===== config.mk =====
export PLATFORM = sky130hd
export DESIGN_NAME = intr_controller
export DESIGN_NICKNAME = d
export VERILOG_FILES = /design/src/rtl/intr_pkg.sv /design/src/rtl/intr_priority_enc.sv /design/src/rtl/intr_controller.sv
export SDC_FILE = /design/constraint.sdc
export NUM_CORES = 1
export LEC_CHECK = 0
export CORE_ASPECT_RATIO = 2
export CORE_UTILIZATION = 44
export CTS_CLUSTER_DIAMETER = 50
export CTS_CLUSTER_SIZE = 25
export DETAILED_ROUTE_END_ITERATION = 6
export GPL_TIMING_DRIVEN = 0
export PLACE_DENSITY = 0.76
export SYNTH_ARGS = -nofsm -noshare
export SYNTH_HDL_FRONTEND = slang
export SYNTH_SLANG_ARGS = --single-unit

===== constraint.sdc =====
create_clock -name clk -period 1.6 [get_ports clk]
set_clock_uncertainty 0.1 [all_clocks]
set_input_delay 0.48 -clock clk [delete_from_list [all_inputs] [get_ports clk]]
set_output_delay 0.48 -clock clk [all_outputs]
set_load 0.01 [all_outputs]

===== src/rtl/intr_pkg.sv =====
// Shared types and defaults for the interrupt controller slice.
package intr_pkg;

   localparam int unsigned NUM_SRC_DEF = 8;
   localparam int unsigned VEC_W_DEF   = 3;

   // Controller handshake phases.
   typedef enum logic [1:0] {
      IDLE = 2'd0,
      REQ  = 2'd1,
      SVC  = 2'd2
   } state_e;

endpackage


===== src/rtl/intr_priority_enc.sv =====
// Lowest-index-first priority encoder: source 0 has the highest priority.
module intr_priority_enc
   import intr_pkg::*;
#(
   parameter int unsigned NUM_SRC = NUM_SRC_DEF,
   parameter int unsigned VEC_W   = VEC_W_DEF
) (
   input  logic [NUM_SRC-1:0] req,
   output logic [VEC_W-1:0]   winner,
   output logic               any
);

   // Scan from the top down so the lowest set index is the last one written.
   always_comb begin
      winner = '0;
      any    = 1'b0;
      for (int i = NUM_SRC - 1; i >= 0; i--) begin
         if (req[i]) begin
            winner = VEC_W'(i);
            any    = 1'b1;
         end
      end
   end

endmodule


===== src/rtl/intr_controller.sv =====
// Prioritised, maskable interrupt controller with an in-service phase closed by EOI.
module intr_controller
   import intr_pkg::*;
#(
   parameter int unsigned        NUM_SRC    = NUM_SRC_DEF,
   parameter int unsigned        VEC_W      = VEC_W_DEF,
   parameter logic [NUM_SRC-1:0] EDGE_MASK  = '1,
   parameter logic [NUM_SRC-1:0] MASK_RESET = '0
) (
   input  logic               clk,
   input  logic               clr,
   input  logic [NUM_SRC-1:0] irq,
   input  logic               cfg_we,
   input  logic [NUM_SRC-1:0] cfg_data,
   output logic               intr,
   input  logic               inta,
   input  logic               eoi,
   output logic [VEC_W-1:0]   vector,
   output logic               in_service,
   output logic [NUM_SRC-1:0] mask,
   output logic [NUM_SRC-1:0] pending
);

   state_e               state_q, state_d;
   logic [VEC_W-1:0]     vector_q, vector_d;
   logic                 intr_q, intr_d;
   logic                 insvc_q, insvc_d;
   // One-cycle holdoff after EOI so the next request rises two edges after EOI.
   logic                 settle_q, settle_d;
   logic                 ack;
   logic [NUM_SRC-1:0]   irq_q;
   logic [NUM_SRC-1:0]   mask_q, mask_d;
   logic [NUM_SRC-1:0]   pend_q, pend_d;
   logic [NUM_SRC-1:0]   cand;
   logic [NUM_SRC-1:0]   ack_clr;
   logic [VEC_W-1:0]     winner;
   logic                 any;

   assign cand = pend_q & mask_q;

   intr_priority_enc #(
      .NUM_SRC (NUM_SRC),
      .VEC_W   (VEC_W)
   ) u_prio (
      .req    (cand),
      .winner (winner),
      .any    (any)
   );

   // Handshake FSM: arbitrate in IDLE, hold the request in REQ, hold the vector in SVC.
   always_comb begin
      state_d  = state_q;
      vector_d = vector_q;
      intr_d   = intr_q;
      insvc_d  = insvc_q;
      settle_d = 1'b0;
      ack      = 1'b0;
      unique case (state_q)
         IDLE: begin
            if (any && !settle_q) begin
               vector_d = winner;
               intr_d   = 1'b1;
               state_d  = REQ;
            end
         end
         REQ: begin
            if (inta) begin
               intr_d  = 1'b0;
               insvc_d = 1'b1;
               ack     = 1'b1;
               state_d = SVC;
            end
         end
         SVC: begin
            if (eoi) begin
               insvc_d  = 1'b0;
               settle_d = 1'b1;
               state_d  = IDLE;
            end
         end
         default: begin
            intr_d  = 1'b0;
            insvc_d = 1'b0;
            state_d = IDLE;
         end
      endcase
   end

   // Acknowledge clears only the serviced source, and only if it is edge-triggered.
   always_comb begin
      ack_clr = '0;
      for (int i = 0; i < NUM_SRC; i++) begin
         ack_clr[i] = ack & EDGE_MASK[i] & (vector_q == VEC_W'(i));
      end
   end

   // Pending next state: edge sources latch rises (set beats clear), level sources follow irq.
   always_comb begin
      pend_d = pend_q;
      for (int i = 0; i < NUM_SRC; i++) begin
         if (EDGE_MASK[i]) begin
            pend_d[i] = (irq[i] & ~irq_q[i]) | (pend_q[i] & ~ack_clr[i]);
         end else begin
            pend_d[i] = irq[i];
         end
      end
   end

   // Mask register next state; masking never touches pending.
   always_comb begin
      mask_d = mask_q;
      if (cfg_we) begin
         mask_d = cfg_data;
      end
   end

   // FSM state and handshake outputs.
   always_ff @(posedge clk or posedge clr) begin
      if (clr) begin
         state_q  <= IDLE;
         vector_q <= '0;
         intr_q   <= 1'b0;
         insvc_q  <= 1'b0;
         settle_q <= 1'b0;
      end else begin
         state_q  <= state_d;
         vector_q <= vector_d;
         intr_q   <= intr_d;
         insvc_q  <= insvc_d;
         settle_q <= settle_d;
      end
   end

   // Source history, pending and mask registers.
   always_ff @(posedge clk or posedge clr) begin
      if (clr) begin
         irq_q  <= '0;
         pend_q <= '0;
         mask_q <= MASK_RESET;
      end else begin
         irq_q  <= irq;
         pend_q <= pend_d;
         mask_q <= mask_d;
      end
   end

   assign intr       = intr_q;
   assign vector     = vector_q;
   assign in_service = insvc_q;
   assign mask       = mask_q;
   assign pending    = pend_q;

endmodule


# ---- Word-level counts from Yosys, hierarchy flattened
# Index checks and enable logic that the tools add are counted.
dict set report classes {
  n_eq_ne 12
  muxes 30
  n_bitwise 51
  n_reduce_logical 8
}
# cell n
set ops {}
lappend ops {{$and A1 B1 Y1} 24}
lappend ops {{$mux W3} 8}
lappend ops {{$not A1 Y1} 18}
lappend ops {{$mux W1} 16}
lappend ops {{$eq A3 B3 Y1 const B} 4}
lappend ops {{$reduce_and A3 Y1} 3}
lappend ops {{$and A8 B8 Y8} 1}
lappend ops {{$or A1 B1 Y1} 8}
lappend ops {{$eq A3 B2 Y1 const B} 2}
lappend ops {{$mux W2} 3}
lappend ops {{$ne A2 B2 Y1 const B} 3}
lappend ops {{$pmux W1 S3} 2}
lappend ops {{$pmux W2 S3} 1}
lappend ops {{$eq A3 B1 Y1 const B} 1}
lappend ops {{$logic_not A3 Y1} 1}
lappend ops {{$eq A2 B1 Y1 const B} 1}
lappend ops {{$eq A2 B2 Y1 const B} 1}
lappend ops {{$logic_not A2 Y1} 1}
lappend ops {{$reduce_and A2 Y1} 1}
lappend ops {{$logic_and A1 B1 Y1} 1}
lappend ops {{$logic_not A1 Y1} 1}
dict set report word_totals {
  reg_bits 32
  in_bits 21
  output_inout_bits 21
  wordCells 109
}

# ---- Logic depth before layout (Yosys ltp)
dict set report depth {
  ltp_word 12
  ltp_mapped 4
  mapped_depth_nobuf 4
}

# ---- Hierarchy
# From an unflattened synthesis, not the netlist that was laid out.
dict set report unflattened {
  cells_unflattened 108
  hier_area_um2 1303.8
}
# mod instances cells_per_inst area_each_um2 seq_area_each_um2
set modules_own_cells {}
lappend modules_own_cells {intr_controller 1 95 1223.7 800.8}
lappend modules_own_cells {intr_priority_enc 1 13 80.1 0.0}

# ---- Least setup slack after synthesis
# Ideal clock, no wire load.
dict set report synth_timing {
  path_type {register to register}
  from {register pend_q[2] (netlist: pending[2])}
  to {register vector_q[0] (netlist: vector[0])}
  setup_ns 0.125
  t_arrival_ns 1.286
  required_time_ns 1.375
  slack_ns 0.089
  path_stages_with_launch 5
  n_path_buf 0
  period_less_slack_ns 1.511
  cell_sequence {dfrtp_1 a22oi_2 nand3_2 o21ai_2 mux2_2}
}
dict set report synth_between {
  elab_chain_len 6
  word_cells_on_any_way 9
  classes_between {mux: 6; bitwise: 1; reduce/logical: 2}
}
# item line_no
set synth_lines {}
lappend synth_lines {{start: declaration} intr_controller.sv:33} ;# logic [NUM_SRC-1:0] pend_q, pend_d;
lappend synth_lines {{start signal: assignment} intr_controller.sv:142} ;# pend_q <= pend_d;
lappend synth_lines {{$and A8 B8 Y8 *} intr_controller.sv:39} ;# assign cand = pend_q & mask_q;
lappend synth_lines {{$mux W1 (3 in a row)} intr_priority_enc.sv:18} ;# if (req[i]) begin
lappend synth_lines {{$logic_and A1 B1 Y1} intr_controller.sv:60} ;# if (any && !settle_q) begin
lappend synth_lines {{$reduce_and A2 Y1 (no source line)} n/a}
lappend synth_lines {{end signal: assignment} intr_controller.sv:127} ;# vector_q <= vector_d;
lappend synth_lines {{end: declaration} intr_controller.sv:25} ;# logic [VEC_W-1:0] vector_q, vector_d;
# Mark *: on every way between the ends. The rest lies on a longest branch, timed or not.
# A chain may end at the register's enable or synchronous reset.

# ---- Worst setup path after layout
dict set report layout_timing {
  from {register pend_q[4] (netlist: pending[4])}
  to {register vector_q[0] (netlist: vector[0])}
}
dict set report layout_between {
  elab_chain_len 8
  word_cells_on_any_way 13
  classes_between {mux: 10; bitwise: 1; reduce/logical: 2}
}
# item line_no
set layout_lines {}
lappend layout_lines {{$and A8 B8 Y8 *} intr_controller.sv:39}
lappend layout_lines {{$mux W1 (5 in a row)} intr_priority_enc.sv:18}
lappend layout_lines {{$logic_and A1 B1 Y1} intr_controller.sv:60}
lappend layout_lines {{$reduce_and A2 Y1 (no source line)} n/a}
# Marks and branches as above.

==> results.cfg <==
[outcome]
status = complete, no violations

[sta]
setup_ws_ps = 13.3
drv_slew = 0
fin_crit_sh_pct = 99.2
rsz0062_at_grt = true
min_period_ps = 1590
hold_violations = 0
tightest_slew_ps = 677
fmax_ghz = 0.630
setup_violations = 0
relSlewSlack_pct = 54.8

[logic_synthesis]
syn_nets = 129
ys.flop_type = dfrtp_1
syn_area_per_cell_um2 = 11.7
syn-cell-area_um2 = 1270
ys_seq_elements = 32
synth_top_area_cell = dfrtp_1
ys_types = 19
synth_top_cell_area_share_pct = 63.2
synth_most_common_cell = dfrtp_1
yosys-top-cells-area = dfrtp_1, mux2_2, o21ai_1, inv_1, nand2_1
synth_edf_count = 0
yosys-top-cells-count = dfrtp_1, o21ai_1, inv_1, nand2_1, mux2_2
async_flop_share_pct = 100
synth_seq_area_share_pct = 63.2
ys_warn_count = 0
synthCells = 108

[detailed_routing]
wl_um = 3030
ant_nets = 0
dr.pass1.iters = 4
highest_layer = met4
drt-vias-per-instance = 5.28
dr_wl_met3_um = 152
wl_met2_um = 1750
wl_per_cell_um = 14.9
vias = 1072
wl_met1_um = 1050
drc = 0
drt_iter0_markers = 33

[cells_and_area]
finalNonFillerCells = 203
drive_gt1_share_pct = 25.3
area_growth_pct = 52.5
ff_latch_area_um2 = 802
fillers = 220
fin_nets = 194
multi_input_area_um2 = 440
diodes = 0

[setup_path]
crit_chain = buf_4, a22oi_1, nand2_2, o21ai_4, mux2_2
r2r_start = pending[4]
critical-path-slowest-cell = dfrtp_1
r2r_end = vector[0]
critical_path.max_stage_delay_ps = 390
endpoint_kind = flip-flop
reg2reg_depth = 5
crit_type = reg2reg
r2r_slack_ps = 10
crit_fanout = 3
cp_data_arrival_time_ps = 1660
cp-start-kind = flip-flop
cp.required_ps = 1680

[power]
p_leak_nw = 0.852
ir_drop_mv = 0.842
cellPowerDensity_nw_per_um2 = 1500

[placement]
post-place-ws_ps = -427
place_hpwl_um = 2120
io_buffers = 40
post-place-cells = 177
place_congestion = 0.752

[floorplanning]
core_um2 = 2740
fp.dieW_um = 40.0
die_h_um = 77.9
die_area_um2 = 3110
rows = 27
ios = 42
start_util_pct = 46.3

[clocking]
cts.sink_count = 32
hold_buffers = 0
cts.clk_slew.worst_paths_ps = 70
cts_tree = done
clk_latency_ps = 290
cts_root_buf = clkbuf_8
clockBufferDepth = 2
cts_made_buffers = 5
htree_levels = 2

[job]
maxCapViolCount = 0

[global_routing]
antenna_found_initial = 0
grt_max_degree = 33
grt-ovfl-total = 0
grt_pass1_wl_um = 4570
gr-usage-all-layers_pct = 21.8
grt_pass1_vias = 1055

[hold_path]
whs_path_depth = 1
min_from = irq_q[4]
hold_path.class = reg2reg
min_to = pending[4]
==> power breakdown <==
group	switching [mW]	total [mW]	internal (mW)
logic	0.519	1.10	0.578
clock network	0.282	0.632	0.350
registers	0.165	1.16	0.998
==> logic make-up (layout without fill, tap and decap cells) <==
group / after synthesis / after routing / synth area share [%]
AOI/OAI and AO/OA: 33 / 33 / 16.3
buffers and inverters: 13 / 79 / 3.85
and+or+nand+nor: 21 / 21 / 8.69
muxes: 9 / 9 / 8.00
DFF: 32 / 32 / 63.2
==> placed cells by master (no fill, tap or decap), drive strengths merged, types with 5 or more instances in the layout <==
master         count
a22oi              5
buf               18
clkbuf            10
clkdlybuf4s15      6
clkdlybuf4s50     18
dfrtp             32
dlygate4sd2       15
inv               11
mux2               9
nand2             10
nand2b             5
o21ai             20
==> what timing repair did <==
action / 4_1_cts / 5_1_grt
setup buffers: 10 / 8
resized for setup: 29 / 8
pin swaps: 2 / 0
setup endpoints to repair: 55 / 13
==> worst max-delay path: cells and delay by family (launching register included) <==
kind | cells | cell delay [ps]
buffers and inverters | 1 | 150
AND/OR/NAND/NOR | 1 | 100
multiplexers | 1 | 350
flip-flops | 1 | 390
AO/OA/AOI/OAI | 2 | 380
==> worst max path at each step <==
stage | from | end | slack [ps] | depth (start not counted)
floorplan | pending[2] | vector[0] | 90 | 4
global placement | clr | mask[6] | -350 | 2
detailed placement | clr | pending[6] | -430 | 2
CTS | mask[3] | mask[3] | 0.9 | 1
global route | mask[1] | vector[0] | -20 | 5
finish | pending[4] | vector[0] | 10 | 5
==> registers in the layout, indices dropped and copies added (netlist names) <==
register	count
in_service	1
intr	1
irq_q	8
mask	8
pending	8
settle_q	1
state_q	2
vector	3
==> per-layer routing <==
| metal | vias up | GRT usage (%) |
|---|---|---|
| li1 | 509 | - |
| met1 | 520 | 21.4 |
| met2 | 36 | 36.5 |
| met3 | 7 | 6.86 |
| met4 | 0 | 12.8 |
| met5 | - | 0 |
==> area by class of cell <==
class | instances | share of cell area, %
Tap cell | 29 | 1.88
Clock buffer | 8 | 4.66
Sequential cell | 32 | 41.5
Inverter | 12 | 2.52
Timing Repair Buffer | 58 | 26.5
Multi-Input combinational cell | 63 | 22.8
Buffer | 1 | 0.194
==> metrics by stage <==
| stage | TNS (ps) | utilization, % | cell area [µm²] | power [mW] | hold WS [ps] |
|---|---|---|---|---|---|
| after floorplan | 0 | - | 1270 | 1.64 | 292 |
| after global placement | -12960 | 62.3 | 1700 | 2.09 | 296 |
| after detailed placement | -15680 | 62.3 | 1700 | 2.12 | 303 |
| after CTS | 0 | 68.3 | 1870 | 2.83 | 308 |
| after global routing | -18.6 | 70.6 | 1930 | 3.06 | 323 |
| final | 0 | 70.6 | 1930 | 2.89 | 300 |
Note: power is estimated with default switching activity, not from simulation.
